File: src/rtl/branch_pkg.sv
// Shared encodings for the branch resolution / prediction unit: opcodes,
// funct3 values, redirect-source selects, 2-bit counter states and flush FSM states.
package branch_pkg;

    localparam logic [6:0] OP_BRANCH = 7'b1100011;
    localparam logic [6:0] OP_JALR   = 7'b1100111;
    localparam logic [6:0] OP_JAL    = 7'b1101111;

    localparam logic [2:0] F3_BEQ  = 3'b000;
    localparam logic [2:0] F3_BNE  = 3'b001;
    localparam logic [2:0] F3_BLT  = 3'b100;
    localparam logic [2:0] F3_BGE  = 3'b101;
    localparam logic [2:0] F3_BLTU = 3'b110;
    localparam logic [2:0] F3_BGEU = 3'b111;

    localparam logic [1:0] SEL_PC_IMM  = 2'b00;
    localparam logic [1:0] SEL_RS1_IMM = 2'b01;
    localparam logic [1:0] SEL_PC_4    = 2'b10;

    localparam logic [1:0] CTR_SNT = 2'b00;
    localparam logic [1:0] CTR_WNT = 2'b01;
    localparam logic [1:0] CTR_WT  = 2'b10;
    localparam logic [1:0] CTR_ST  = 2'b11;

    typedef enum logic {
        IDLE,
        FLUSH
    } flush_state_e;

endpackage

File: src/rtl/branch_bht.sv
// Direct-mapped table of 2-bit saturating counters with one combinational
// read port and one clocked update port; entries reset to weakly not-taken.
module branch_bht
    import branch_pkg::*;
#(
    parameter int BHT_DEPTH = 16
) (
    input  logic                         clk,
    input  logic                         reset,
    input  logic [$clog2(BHT_DEPTH)-1:0] rd_idx,
    output logic [1:0]                   rd_ctr,
    input  logic                         wr_en,
    input  logic [$clog2(BHT_DEPTH)-1:0] wr_idx,
    input  logic                         wr_taken
);

    logic [1:0] ctr_q [BHT_DEPTH];

    function automatic logic [1:0] sat_inc(input logic [1:0] v);
        return (v == CTR_ST) ? CTR_ST : v + 2'd1;
    endfunction

    function automatic logic [1:0] sat_dec(input logic [1:0] v);
        return (v == CTR_SNT) ? CTR_SNT : v - 2'd1;
    endfunction

    // Reads see the pre-update value when the same index is written this cycle.
    assign rd_ctr = ctr_q[rd_idx];

    always_ff @(posedge clk or negedge reset) begin
        if (!reset) begin
            for (int i = 0; i < BHT_DEPTH; i++) begin
                ctr_q[i] <= CTR_WNT;
            end
        end else if (wr_en) begin
            ctr_q[wr_idx] <= wr_taken ? sat_inc(ctr_q[wr_idx]) : sat_dec(ctr_q[wr_idx]);
        end
    end

endmodule

File: src/rtl/branch_predict_unit.sv
// Branch resolution, BHT prediction/training and multi-cycle flush control.
// Optional statistics counters are built when BRANCH_STATS_EN is defined.
module branch_predict_unit
    import branch_pkg::*;
#(
    parameter int XLEN         = 32,
    parameter int BHT_DEPTH    = 16,
    parameter int FLUSH_CYCLES = 2
) (
    input  logic            clk,
    input  logic            reset,
    input  logic            if_valid_i,
    input  logic [XLEN-1:0] if_pc_i,
    output logic            if_pred_taken_o,
    input  logic            ex_valid_i,
    input  logic [6:0]      ex_op_i,
    input  logic [2:0]      ex_funct3_i,
    input  logic [XLEN-1:0] ex_pc_i,
    input  logic [XLEN-1:0] ex_a_i,
    input  logic [XLEN-1:0] ex_b_i,
    input  logic            ex_pred_taken_i,
    output logic            ex_taken_o,
    output logic            mispredict_o,
    output logic [1:0]      redirect_sel_o,
    output logic            flush_o,
    output logic [31:0]     stat_branches_o,
    output logic [31:0]     stat_mispred_o
);

    localparam int IDX_W = $clog2(BHT_DEPTH);
    localparam int CNT_W = $clog2(FLUSH_CYCLES + 1);
    localparam logic [CNT_W-1:0] CNT_LOAD = CNT_W'(FLUSH_CYCLES - 1);

    flush_state_e     state_q, state_d;
    logic [CNT_W-1:0] cnt_q, cnt_d;

    logic             eff_valid;
    logic             is_cond, is_jal, is_jalr;
    logic             cmp_taken;
    logic [1:0]       rd_ctr;

    logic signed [XLEN-1:0] a_s, b_s;

    logic unused_pc;
    assign unused_pc = ^{if_pc_i[XLEN-1:IDX_W+2], if_pc_i[1:0],
                         ex_pc_i[XLEN-1:IDX_W+2], ex_pc_i[1:0], rd_ctr[0]};

    assign a_s = ex_a_i;
    assign b_s = ex_b_i;

    // Shadow instructions arriving while the pipe is being squashed are ignored.
    assign eff_valid = ex_valid_i && (state_q == IDLE);

    always_comb begin
        is_cond   = 1'b0;
        cmp_taken = 1'b0;
        if (ex_op_i == OP_BRANCH) begin
            is_cond = 1'b1;
            case (ex_funct3_i)
                F3_BEQ:  cmp_taken = (ex_a_i == ex_b_i);
                F3_BNE:  cmp_taken = (ex_a_i != ex_b_i);
                F3_BLT:  cmp_taken = (a_s < b_s);
                F3_BGE:  cmp_taken = (a_s >= b_s);
                F3_BLTU: cmp_taken = (ex_a_i < ex_b_i);
                F3_BGEU: cmp_taken = (ex_a_i >= ex_b_i);
                default: is_cond   = 1'b0;
            endcase
        end
    end

    assign is_jal  = (ex_op_i == OP_JAL);
    assign is_jalr = (ex_op_i == OP_JALR) && (ex_funct3_i == 3'b000);

    always_comb begin
        ex_taken_o     = 1'b0;
        mispredict_o   = 1'b0;
        redirect_sel_o = SEL_PC_IMM;
        if (eff_valid) begin
            if (is_cond) begin
                ex_taken_o   = cmp_taken;
                mispredict_o = cmp_taken ^ ex_pred_taken_i;
                if (mispredict_o && !cmp_taken) begin
                    redirect_sel_o = SEL_PC_4;
                end
            end else if (is_jal) begin
                ex_taken_o   = 1'b1;
                mispredict_o = !ex_pred_taken_i;
            end else if (is_jalr) begin
                ex_taken_o     = 1'b1;
                mispredict_o   = 1'b1;
                redirect_sel_o = SEL_RS1_IMM;
            end
        end
    end

    branch_bht #(
        .BHT_DEPTH (BHT_DEPTH)
    ) u_bht (
        .clk      (clk),
        .reset    (reset),
        .rd_idx   (if_pc_i[IDX_W+1:2]),
        .rd_ctr   (rd_ctr),
        .wr_en    (eff_valid && is_cond),
        .wr_idx   (ex_pc_i[IDX_W+1:2]),
        .wr_taken (cmp_taken)
    );

    assign if_pred_taken_o = if_valid_i && rd_ctr[1];

    // The mispredict cycle itself is the first flush cycle; FLUSH covers the rest.
    always_comb begin
        state_d = state_q;
        cnt_d   = cnt_q;
        case (state_q)
            IDLE: begin
                if (mispredict_o) begin
                    cnt_d = CNT_LOAD;
                    if (CNT_LOAD != '0) begin
                        state_d = FLUSH;
                    end
                end
            end
            FLUSH: begin
                cnt_d = cnt_q - 1'b1;
                if (cnt_q == CNT_W'(1)) begin
                    state_d = IDLE;
                end
            end
            default: begin
                state_d = IDLE;
                cnt_d   = '0;
            end
        endcase
    end

    always_ff @(posedge clk or negedge reset) begin
        if (!reset) begin
            state_q <= IDLE;
            cnt_q   <= '0;
        end else begin
            state_q <= state_d;
            cnt_q   <= cnt_d;
        end
    end

    assign flush_o = mispredict_o || (state_q == FLUSH);

`ifdef BRANCH_STATS_EN
    logic [31:0] branches_q, mispred_q;

    function automatic logic [31:0] sat_inc32(input logic [31:0] v);
        return (v == 32'hFFFF_FFFF) ? v : v + 32'd1;
    endfunction

    always_ff @(posedge clk or negedge reset) begin
        if (!reset) begin
            branches_q <= '0;
            mispred_q  <= '0;
        end else begin
            if (eff_valid && (is_cond || is_jal || is_jalr)) begin
                branches_q <= sat_inc32(branches_q);
            end
            if (mispredict_o) begin
                mispred_q <= sat_inc32(mispred_q);
            end
        end
    end

    assign stat_branches_o = branches_q;
    assign stat_mispred_o  = mispred_q;
`else
    assign stat_branches_o = '0;
    assign stat_mispred_o  = '0;
`endif

endmodule
File: config.mk
export PLATFORM = sky130hd
export DESIGN_NAME = branch_predict_unit
export DESIGN_NICKNAME = d
export VERILOG_FILES = /design/src/rtl/branch_pkg.sv /design/src/rtl/branch_bht.sv /design/src/rtl/branch_predict_unit.sv
export SDC_FILE = /design/constraint.sdc
export NUM_CORES = 1
export LEC_CHECK = 0
export CAP_MARGIN = 20
export CORE_MARGIN = 5
export CORE_UTILIZATION = 55
export CTS_CLUSTER_SIZE = 14
export DETAILED_ROUTE_END_ITERATION = 10
export DONT_BUFFER_PORTS = 1
export MAX_ROUTING_LAYER = met4
export PLACE_DENSITY_LB_ADDON = 0.12
export SYNTH_ARGS = -nofsm -noshare
export SYNTH_HDL_FRONTEND = slang
export SYNTH_HIERARCHICAL = 1
export SYNTH_SLANG_ARGS = --single-unit
File: constraint.sdc
create_clock -name clk -period 11.19 [get_ports clk]
set_input_delay 1.6785 -clock clk [delete_from_list [all_inputs] [get_ports clk]]
set_output_delay 1.6785 -clock clk [all_outputs]
set_load 0.1 [all_outputs]
== Yosys cells after proc, flatten, opt, wreduce, memory -nomap -nowiden ==
Index checks and enable logic that the tools add are counted.

* Bitwise operators: 4
* Order comparisons: 7
* Multiplexer cells: 33
* Equality and inequality tests: 13
* Add/sub/neg operators: 3
* Reductions and logical operators: 12

{| class="wikitable"
|+ Operators with widths
! cell !! number
|-
| greater-or-equal comparator 32 bit || 2
|-
| < comparator 32 bit || 2
|-
| bitwise mux 32 bit || 1
|-
| equality test 32 bit || 1
|-
| inequality test 32 bit || 1
|-
| two-way mux 2 bit || 12
|-
| equality test 7 bit (second input constant) || 3
|-
| binary-select mux 2 bit (select 4 bit) || 2
|-
| two-way mux 1 bit || 14
|-
| equality test 3 bit (second input constant) || 4
|-
| greater-or-equal comparator 5 bit (second input constant) || 2
|-
| inverter 4 -> 5 bit || 2
|-
| demux 2 bit (select 4 bit) || 1
|-
| logical AND 1 bit || 6
|-
| case mux 1 bit (6 select lines) || 1
|-
| OR reduction 6 bit || 1
|-
| < comparator 5 x 1 -> 1 bit (second input constant) || 1
|-
| case mux 2 bit (2 select lines) || 1
|-
| subtractor 2 x 1 -> 2 bit (second input constant) || 2
|-
| equality test 3 x 1 -> 1 bit (second input constant) || 1
|-
| zero test 3 bit || 1
|-
| adder 2 x 1 -> 2 bit (second input constant) || 1
|-
| equality test 2 x 1 -> 1 bit (second input constant) || 1
|-
| equality test 2 bit (second input constant) || 1
|-
| 7 further kinds || 8
|}

* Logic and storage cells: 90
* Flip-flop bits (word level): 35
* Output and inout port bits: 70
* Input port bits: 143

== Depth between registers and ports, before layout ==
Gate-level depths: netlist (run 1).

* Depth after elaboration: 8
* Mapped depth: 14
* Depth with buffers taken out: 14

== Modules after synthesis ==
The synthesis (run 1) kept the hierarchy.

{| class="wikitable"
|+ By module, submodules not included
! module !! sequential area each (um^2) !! area an instance (um^2) !! times used !! cells an instance
|-
| branch_bht || 820.8 || 2149.6 || 1 || 189
|-
| branch_predict_unit || 75.1 || 1655.3 || 1 || 226
|}

== Least setup slack after synthesis (run 1) ==
Ideal clock, no wire load.

* Path type: in2out
* Start point: input ex_b_i[14]
* End point: output flush_o
* Arrival: 4.722 ns
* Slack: 4.790 ns
* Buffers on the path: 0
* Stages on the path: 13
* Required time: 9.512 ns
* Path through: inv_1 > ha_1 > a21oi_2 > nand2_1 > a221o_1 > o31a_1 > or4b_1 > a21oi_2 > nand3_1 > ha_1 > inv_1 > a22oi_1 > nand2_1

* Cells in the longest elaborated chain, start to end: 7
* Elaborated cells between the ends (all ways): 12
* Classes of those cells: order compare (4); eq/ne (2); mux (4); bitwise (1); reduce/logical (1)

{| class="wikitable"
|+ RTL lines
! item !! RTL line !! RTL
|-
| start: declaration || branch_predict_unit.sv:20 || <nowiki>input logic [XLEN-1:0] ex_b_i,</nowiki>
|-
| greater-or-equal comparator 32 bit (tied with other cells) || branch_predict_unit.sv:65 || <nowiki>F3_BGEU: cmp_taken = (ex_a_i >= ex_b_i);</nowiki>
|-
| case mux 1 bit (6 select lines) (*) || branch_predict_unit.sv:59 || <nowiki>case (ex_funct3_i)</nowiki>
|-
| two-way mux 1 bit (*) || branch_predict_unit.sv:57 || <nowiki>if (ex_op_i == OP_BRANCH) begin</nowiki>
|-
| XOR 1 bit (*) || branch_predict_unit.sv:81 || <nowiki>mispredict_o = cmp_taken ^ ex_pred_taken_i;</nowiki>
|-
| two-way mux 1 bit (*) || branch_predict_unit.sv:79 || <nowiki>if (is_cond) begin</nowiki>
|-
| two-way mux 1 bit (*) || branch_predict_unit.sv:78 || <nowiki>if (eff_valid) begin</nowiki>
|-
| logical OR 1 bit (*) || branch_predict_unit.sv:146 || <nowiki>assign flush_o = mispredict_o || (state_q == FLUSH);</nowiki>
|-
| end: declaration || branch_predict_unit.sv:25 || <nowiki>output logic flush_o,</nowiki>
|}

Mark *: on every way between the ends. The rest lies on a longest branch, timed or not.

== Worst setup path in the final report (run 1) ==
* Start point: input ex_b_i[31]
* End point: output flush_o

The elaborated chain is that of the path after synthesis.

==> results of run 1 <==
==> placed cells by master (no fill, tap or decap), types with 3 or more instances in the layout <==
master	count
o31ai_1	24
inv_1	43
nand4_1	8
ha_1	34
clkbuf_8	5
a21oi_2	4
nor3_1	3
conb_1	64
nand2_1	25
a21oi_1	17
nand2b_1	10
nor2b_1	3
dfrtp_1	19
o21ai_0	24
dfstp_2	16
nand3_1	12
nor2_1	10
nand3b_1	4
mux4_2	10
mux2_2	8
mux2i_1	16
==> sequential cells by signal (all words and copies together) (netlist names) <==
signal and flops:
cnt_q 2, state_q 1, u_bht/ctr_q 32
==> layer usage <==
metal  vias up  part of all wire [%]
met3         6                   8.5
met1      1287                    40
met2       112                    51
met5         -                     0
met4         0                  0.48
li1       1316                     -
==> worst reg2reg max path: cells and delay by family, from the launching register on <==
family	cells	cell delay (ps)
compound gates	1	220
flops	1	420
buf+inv	1	130
simple gates	4	1250
==> power breakdown <==
| part | switching (µW) | total, µW | internal, µW |
|---|---|---|---|
| clock | 42.2 | 85.9 | 43.6 |
| combinational | 123 | 146 | 23.4 |
| sequential | 2.05 | 133 | 131 |
| total | 167 | 365 | 198 |
==> through the flow <==
step	cell area [µm²]	total power, µW	utilization, %
2_1_floorplan	3930	294	-
5_1_grt	3570	384	55.6
3_3_place_gp	3490	279	54.3
4_1_cts	3570	368	55.6
3_5_place_dp	3490	280	54.3
6_report	3570	365	55.6
==> final cells by class <==
class	instances	share of cell area (%)
multi-input combinational	316	64.7
sequential	35	25.1
clock buffer	7	2.14
timing repair buffer	1	0.701
inverter	43	4.52
clock inverter	1	0.140
tap	77	2.70
==> worst min path at each step <==
stage,slack [ps],to,cells past startpoint
final,480,cnt_q[0]$_DFFE_PN0P_,1
after global routing,500,cnt_q[0]$_DFFE_PN0P_,1
after CTS,480,cnt_q[0]$_DFFE_PN0P_,1
after detailed placement,480,cnt_q[0]$_DFFE_PN0P_,1
after global placement,470,cnt_q[0]$_DFFE_PN0P_,1
after floorplan,450,cnt_q[0]$_DFFE_PN0P_,1
==> flow_summary.ini, run 1 <==
[critical_path]
critical_path_class = in -> out
reg2reg_from = state_q$_DFF_PN0_
crit_path_max_incr_delay_ps = 640
crit_buf_inv = 2
arrival_ps = 5030
end_kind = output pin
cp.required_ps = 9510
cp_max_fo = 6
reg2reg_depth = 6
crit_start = ex_b_i[31]
crit_cells = 13
r2r-end = u_bht/ctr_q[27]$_DFFE_PN0P_
r2r_setup_slack_ps = 9090
cp_slowest_cell = nand2_1
critPathCapture = flush_o
cp-start-kind = input pin
crit_chain = inv_1 -> ha_1 -> nand4_2 -> nor4_2 -> nand3_1 -> nand4_1 -> or4b_1 -> a21oi_2 -> nand3_1 -> ha_1 -> inv_1 -> a22oi_1 -> nand2_1
cp_top_family = simple AND/OR/NAND/NOR gates

[timing]
timing_hold_violations_final = 0
post-route-period-util_pct = 59.9
tightest_slew_ps = 977
fin_crit_ps = 6700
setup_viol = 0
max-slew-margin-rel_pct = 35.0
fin_skew_ps = 4.48
worst_slack_ps = 4490
slew_viol_final = 0
fmax_mhz = 149
rsz0062_at_grt = false
tns_ps = 0
holdWs_ps = 483

[layout]
nFillCells = 604
multi_input_area_um2 = 2310
syn_to_final_growth_pct = -3.32
n_antenna_cell = 0
regArea_um2 = 896
drive_gt1_share_pct = 14.1
fin_nets = 579
fin_cells = 480

[placed_design]
port_buffers = 0
place_inst = 472
dp_worst_setup_slack_ps = 4440
globalplace.congestion = 0.855
dpl.hpwl_um = 6780

[clock_tree]
cts_tree = built
post-cts-setup-buffer-count = 0
root_buffer = clkbuf_8
path_clk_slew_ps = 70
cts_buffers = 5
post_cts_resized = 0
cts_hold_buf = 0
cts.sinks = 35
clockBufferDepth = 2
worstSkewPairLatency_ps = 280
htree_levels = 2

[job]
drv_cap = 0

[global_route]
busiest_layer = met2
grt_start_max_net_pins = 36
overflow = 0
grt_pass1_wl_um = 12900
grt_pass1_vias = 2630
use_met1_pct = 22.6
use_met2_pct = 33.5
met3_usage_pct = 4.66
grtUsageTotal_pct = 19.2
antenna_found_initial = 0

[worst_hold_path]
hold_start = cnt_q[0]$_DFFE_PN0P_
hold_path.class = reg -> reg

[floorplan]
design.die.area_um2 = 8450
die_w_um = 91.9
initial_utilization_pct = 57.5
rows = 29
ios = 213
die_height_um = 91.9
core_um2 = 6420

[routing]
post_drt_wl_per_cell_um = 17.2
ant_nets = 0
drc = 0
vias_per_cell = 5.67
vias = 2721
drt_iter0_drc = 164
dr.pass1.iters = 4
postRouteWirelength_um = 8250

[run_status]
run_status = finished clean

[synthesis]
synth_cells = 410
yosys_warnings = 6
avgSynthCellArea_um2 = 9.01
netlist_area_um2 = 3690

[pwr]
ir_drop_mv = 0.0670
leakagePower_uw = 0.00167
power_density_nw_per_um2 = 102
(Power assumes the default switching activity.)
==> run 2, diff against run 1 <==
- clock period: 11.19 -> 5.37 ns (I/O delays scaled with it)
==> flow_summary.ini, run 2 (synthesized netlist as in run 1, its figures left out) <==
[floorplan]
initial_utilization_pct = 57.5
die_height_um = 91.9
design.die.area_um2 = 8450
core_um2 = 6420
rows = 29
ios = 213
die_w_um = 91.9

[pwr]
power_density_nw_per_um2 = 213
leakagePower_uw = 0.00168
ir_drop_mv = 0.194

[critical_path]
crit_top_cell = inv_1
crit_chain = inv_1 -> ha_1 -> nand4_2 -> nor4_2 -> nand3_1 -> nand4_1 -> or4b_1 -> a21oi_2 -> nand3_1 -> ha_1 -> inv_1 -> a22oi_1 -> inv_1
crit_path_max_incr_delay_ps = 670
critical_path_class = in -> out
cp_max_fo = 6
cp-start-kind = input pin
crit_start = ex_b_i[31]
cp_slowest_cell = inv_1
crit_buf_inv = 3
arrival_ps = 3970
end_kind = output pin
reg2reg_from = state_q$_DFF_PN0_
cp_top_family = simple AND/OR/NAND/NOR gates
cp.required_ps = 4560

[clock_tree]
post_cts_resized = 0
cts_tree = built
root_buffer = clkbuf_8
worstSkewPairLatency_ps = 290
htree_levels = 2
post-cts-setup-buffer-count = 0
cts_buffers = 5
clockBufferDepth = 2
cts.sinks = 35
path_clk_slew_ps = 70
cts_hold_buf = 0

[layout]
layout_commonest_cell = conb_1
drive_gt1_share_pct = 14.6
top_regs = u_bht/ctr_q: 32 flops, cnt_q: 2 flops, state_q: 1 flops
fin_nets = 581
syn_to_final_growth_pct = -2.91
top_register = u_bht/ctr_q
mostFrequentLayoutCells = conb_1 (64), inv_1 (43), ha_1 (34)
largest_reg_flops = 32
n_antenna_cell = 0
fin_cells = 482

[global_route]
grtUsageTotal_pct = 20.0
overflow = 0
antenna_found_initial = 0
grt_start_max_net_pins = 36
grt_pass1_vias = 2633
grt_pass1_wl_um = 13200

[placed_design]
place_inst = 474
globalplace.congestion = 0.832
port_buffers = 0
dp_worst_setup_slack_ps = 548
dpl.hpwl_um = 6960

[timing]
slew_viol_final = 0
tightest_slew_ps = 984
worst_slack_ps = 593
fin_crit_ps = 4780
fmax_mhz = 209
tns_ps = 0
setup_viol = 0
post-route-period-util_pct = 89.0
fin_skew_ps = 6.77
timing_hold_violations_final = 0
rsz0062_at_grt = false
max-slew-margin-rel_pct = 34.8

[routing]
dr.pass1.iters = 4
ant_nets = 0
drc = 0
vias = 2707
vias_per_cell = 5.62
post_drt_wl_per_cell_um = 17.6
postRouteWirelength_um = 8480
drt_iter0_drc = 129

[run_status]
run_status = finished clean

[job]
drv_cap = 0

[worst_hold_path]
hold_path.class = in -> async
run 2: metrics by stage:
stage / hold WS (ps) / instance area, µm² / total power, µW / utilization (%)
3_3_place_gp: 475 / 3500 / 582 / 54.5
6_report: 208 / 3580 / 764 / 55.8
3_5_place_dp: 476 / 3500 / 587 / 54.5
5_1_grt: 189 / 3580 / 804 / 55.8
2_1_floorplan: 454 / 3930 / 612 / -
4_1_cts: 198 / 3580 / 771 / 55.8
run 2: final cells by class:
type / instances / area (µm²)
Clock buffer: 7 / 76.3
Clock inverter: 1 / 5.00
Fill cell: 603 / 2840
Inverter: 43 / 161
Multi-Input combinational cell: 316 / 2310
Sequential cell: 35 / 896
Tap cell: 77 / 96.3
Timing Repair Buffer: 3 / 40.0
run 2: worst paths after layout:
check | end | depth (start not counted) | slack (ps)
setup / recovery | mispredict_o | 13 | 590
hold / removal | u_bht/ctr_q[1]$_DFFE_PN0P_ | 0 | 210
setup reg to reg | u_bht/ctr_q[25]$_DFFE_PN0P_ | 6 | 3220
hold reg to reg | cnt_q[0]$_DFFE_PN0P_ | 1 | 480
max in group asynchronous | u_bht/ctr_q[30]$_DFFE_PN1P_ | 0 | 4980
min in group clk | cnt_q[0]$_DFFE_PN0P_ | 1 | 480
run 2: routing by layer:
metal,vias to the layer above,track usage [%],share of wire (%)
met5,-,-,0
met4,0,5.45,1.2
met3,7,5.65,8.2
met2,109,35.1,51
met1,1268,22.2,39
li1,1323,-,-
run 2: where the power goes:
part	internal (µW)	switching, µW	total [µW]
Sequential	273	4.26	277
Combinational	49.7	257	307
Clock	90.9	88.9	180
Total	414	350	764
==> run 3, diff against run 2 <==
- ABC_AREA: not set -> 1
- CTS_BUF_LIST: not set -> sky130_fd_sc_hd__clkbuf_16
==> flow_summary.ini, run 3 <==
[run_status]
run_status = finished clean

[synthesis]
yosys_warnings = 6
synth_cells = 589
netlist_area_um2 = 3820
avgSynthCellArea_um2 = 6.48

[job]
drv_cap = 0

[clock_tree]
path_clk_slew_ps = 50
htree_levels = 2
post-cts-setup-buffer-count = 0
clockBufferDepth = 2
post_cts_resized = 0
cts_tree = built
worstSkewPairLatency_ps = 280
cts_buffers = 5
root_buffer = clkbuf_16
cts.sinks = 35
cts_hold_buf = 0

[pwr]
ir_drop_mv = 0.126
leakagePower_uw = 0.00217
power_density_nw_per_um2 = 225

[timing]
tns_ps = 0
fin_crit_ps = 4190
fmax_mhz = 239
timing_hold_violations_final = 0
tightest_slew_ps = 920
fin_skew_ps = 3.24
rsz0062_at_grt = false
max-slew-margin-rel_pct = 38.5
setup_viol = 0
slew_viol_final = 0
worst_slack_ps = 1180
post-route-period-util_pct = 78.1

[critical_path]
cp-start-kind = input pin
critical_path_class = in -> out
end_kind = output pin
cp.required_ps = 4560
arrival_ps = 3390
cp_max_fo = 4

[placed_design]
dpl.hpwl_um = 6730
dp_worst_setup_slack_ps = 1140
place_area_um2 = 3650
place_inst = 661
globalplace.congestion = 0.863
port_buffers = 0

[layout]
syn_to_final_growth_pct = -0.852
final_area_um2 = 3780
fin_nets = 765
top_regs = u_bht/ctr_q: 32 flops, cnt_q: 2 flops, state_q: 1 flops
top_register = u_bht/ctr_q
fin_cells = 669
layout_commonest_cell = nand2_1
final_util_pct = 56.0
largest_reg_flops = 32
nFillCells = 694
mostFrequentLayoutCells = nand2_1 (207), inv_1 (92), conb_1 (64)
n_antenna_cell = 0
drive_gt1_share_pct = 9.00

[global_route]
grt_pass1_vias = 3179
antenna_found_initial = 0
grt_pass1_wl_um = 13800
grt_start_max_net_pins = 36
overflow = 0
grtUsageTotal_pct = 19.8

[worst_hold_path]
hold_path.class = in -> async

[routing]
vias = 3241
vias_per_cell = 4.84
drc = 0
dr.pass1.iters = 4
post_drt_wl_per_cell_um = 12.5
drt_iter0_drc = 125
postRouteWirelength_um = 8350
ant_nets = 0

[floorplan]
die_height_um = 93.3
design.die.area_um2 = 8700
ios = 213
core_um2 = 6760
initial_utilization_pct = 56.5
die_w_um = 93.3
rows = 30
run 3: path summary, 6_finish.rpt:
path / from / to / slack (ps) / cells past startpoint
worst max-delay path: ex_b_i[31] / flush_o / 1180 / 18
worst min register to register: u_bht/ctr_q[10]$_DFFE_PN1P_ / u_bht/ctr_q[10]$_DFFE_PN1P_ / 460 / 2
max in group asynchronous: reset / u_bht/ctr_q[26]$_DFFE_PN1P_ / 4970 / 0
worst max register to register: state_q$_DFF_PN0_ / u_bht/ctr_q[31]$_DFFE_PN0P_ / 3640 / 8
min in group clk: u_bht/ctr_q[10]$_DFFE_PN1P_ / u_bht/ctr_q[10]$_DFFE_PN1P_ / 460 / 2
worst min-delay path: reset / u_bht/ctr_q[21]$_DFFE_PN0P_ / 220 / 0
run 3: power by group:
group	total [µW]	internal [µW]	leakage, µW	switching [µW]
sequential	277	272	0.000428	4.26
clock	268	167	0.0000701	101
combinational	305	42.6	0.00167	263
total	850	481	0.00217	368
run 3: worst max-delay path, stage by stage:
cell and delay, ps:
inv_1 20, ha_1 340, nand2_2 100, nor2_4 130, nand2_4 80, nor4_2 180, nand3_1 120, nand2_1 90
nand2_1 60, nor2_2 110, nand3_2 90, nand2_2 90, ha_1 230, o22ai_2 160, buf_4 310, nor2_1 90
inv_1 80, buf_4 290
run 3: cell type report:
cell class | instances | area [µm²] | area share [%]
clock buffer | 5 | 125 | 3.31
clock inverter | 3 | 11.3 | 0.298
inverter | 97 | 364 | 9.62
multi-input combinational | 445 | 2240 | 59.2
sequential | 35 | 896 | 23.7
tap | 80 | 100 | 2.65
timing repair buffer | 4 | 47.5 | 1.26
run 3: routing by layer:
metal | GRT usage [%] | part of all wire [%] | vias up
met4 | 5.62 | 1.1 | 0
met1 | 22.4 | 42 | 1416
li1 | - | - | 1676
met3 | 5.15 | 8.7 | 7
met2 | 34.4 | 48 | 142
met5 | - | 0 | -
run 3: stage by stage:
| step | total power, µW | hold WS [ps] |
|---|---|---|
| after global routing | 888 | 210 |
| final | 850 | 221 |
| after detailed placement | 585 | 458 |
| after global placement | 581 | 454 |
| after CTS | 854 | 218 |
| after floorplan | 609 | 447 |
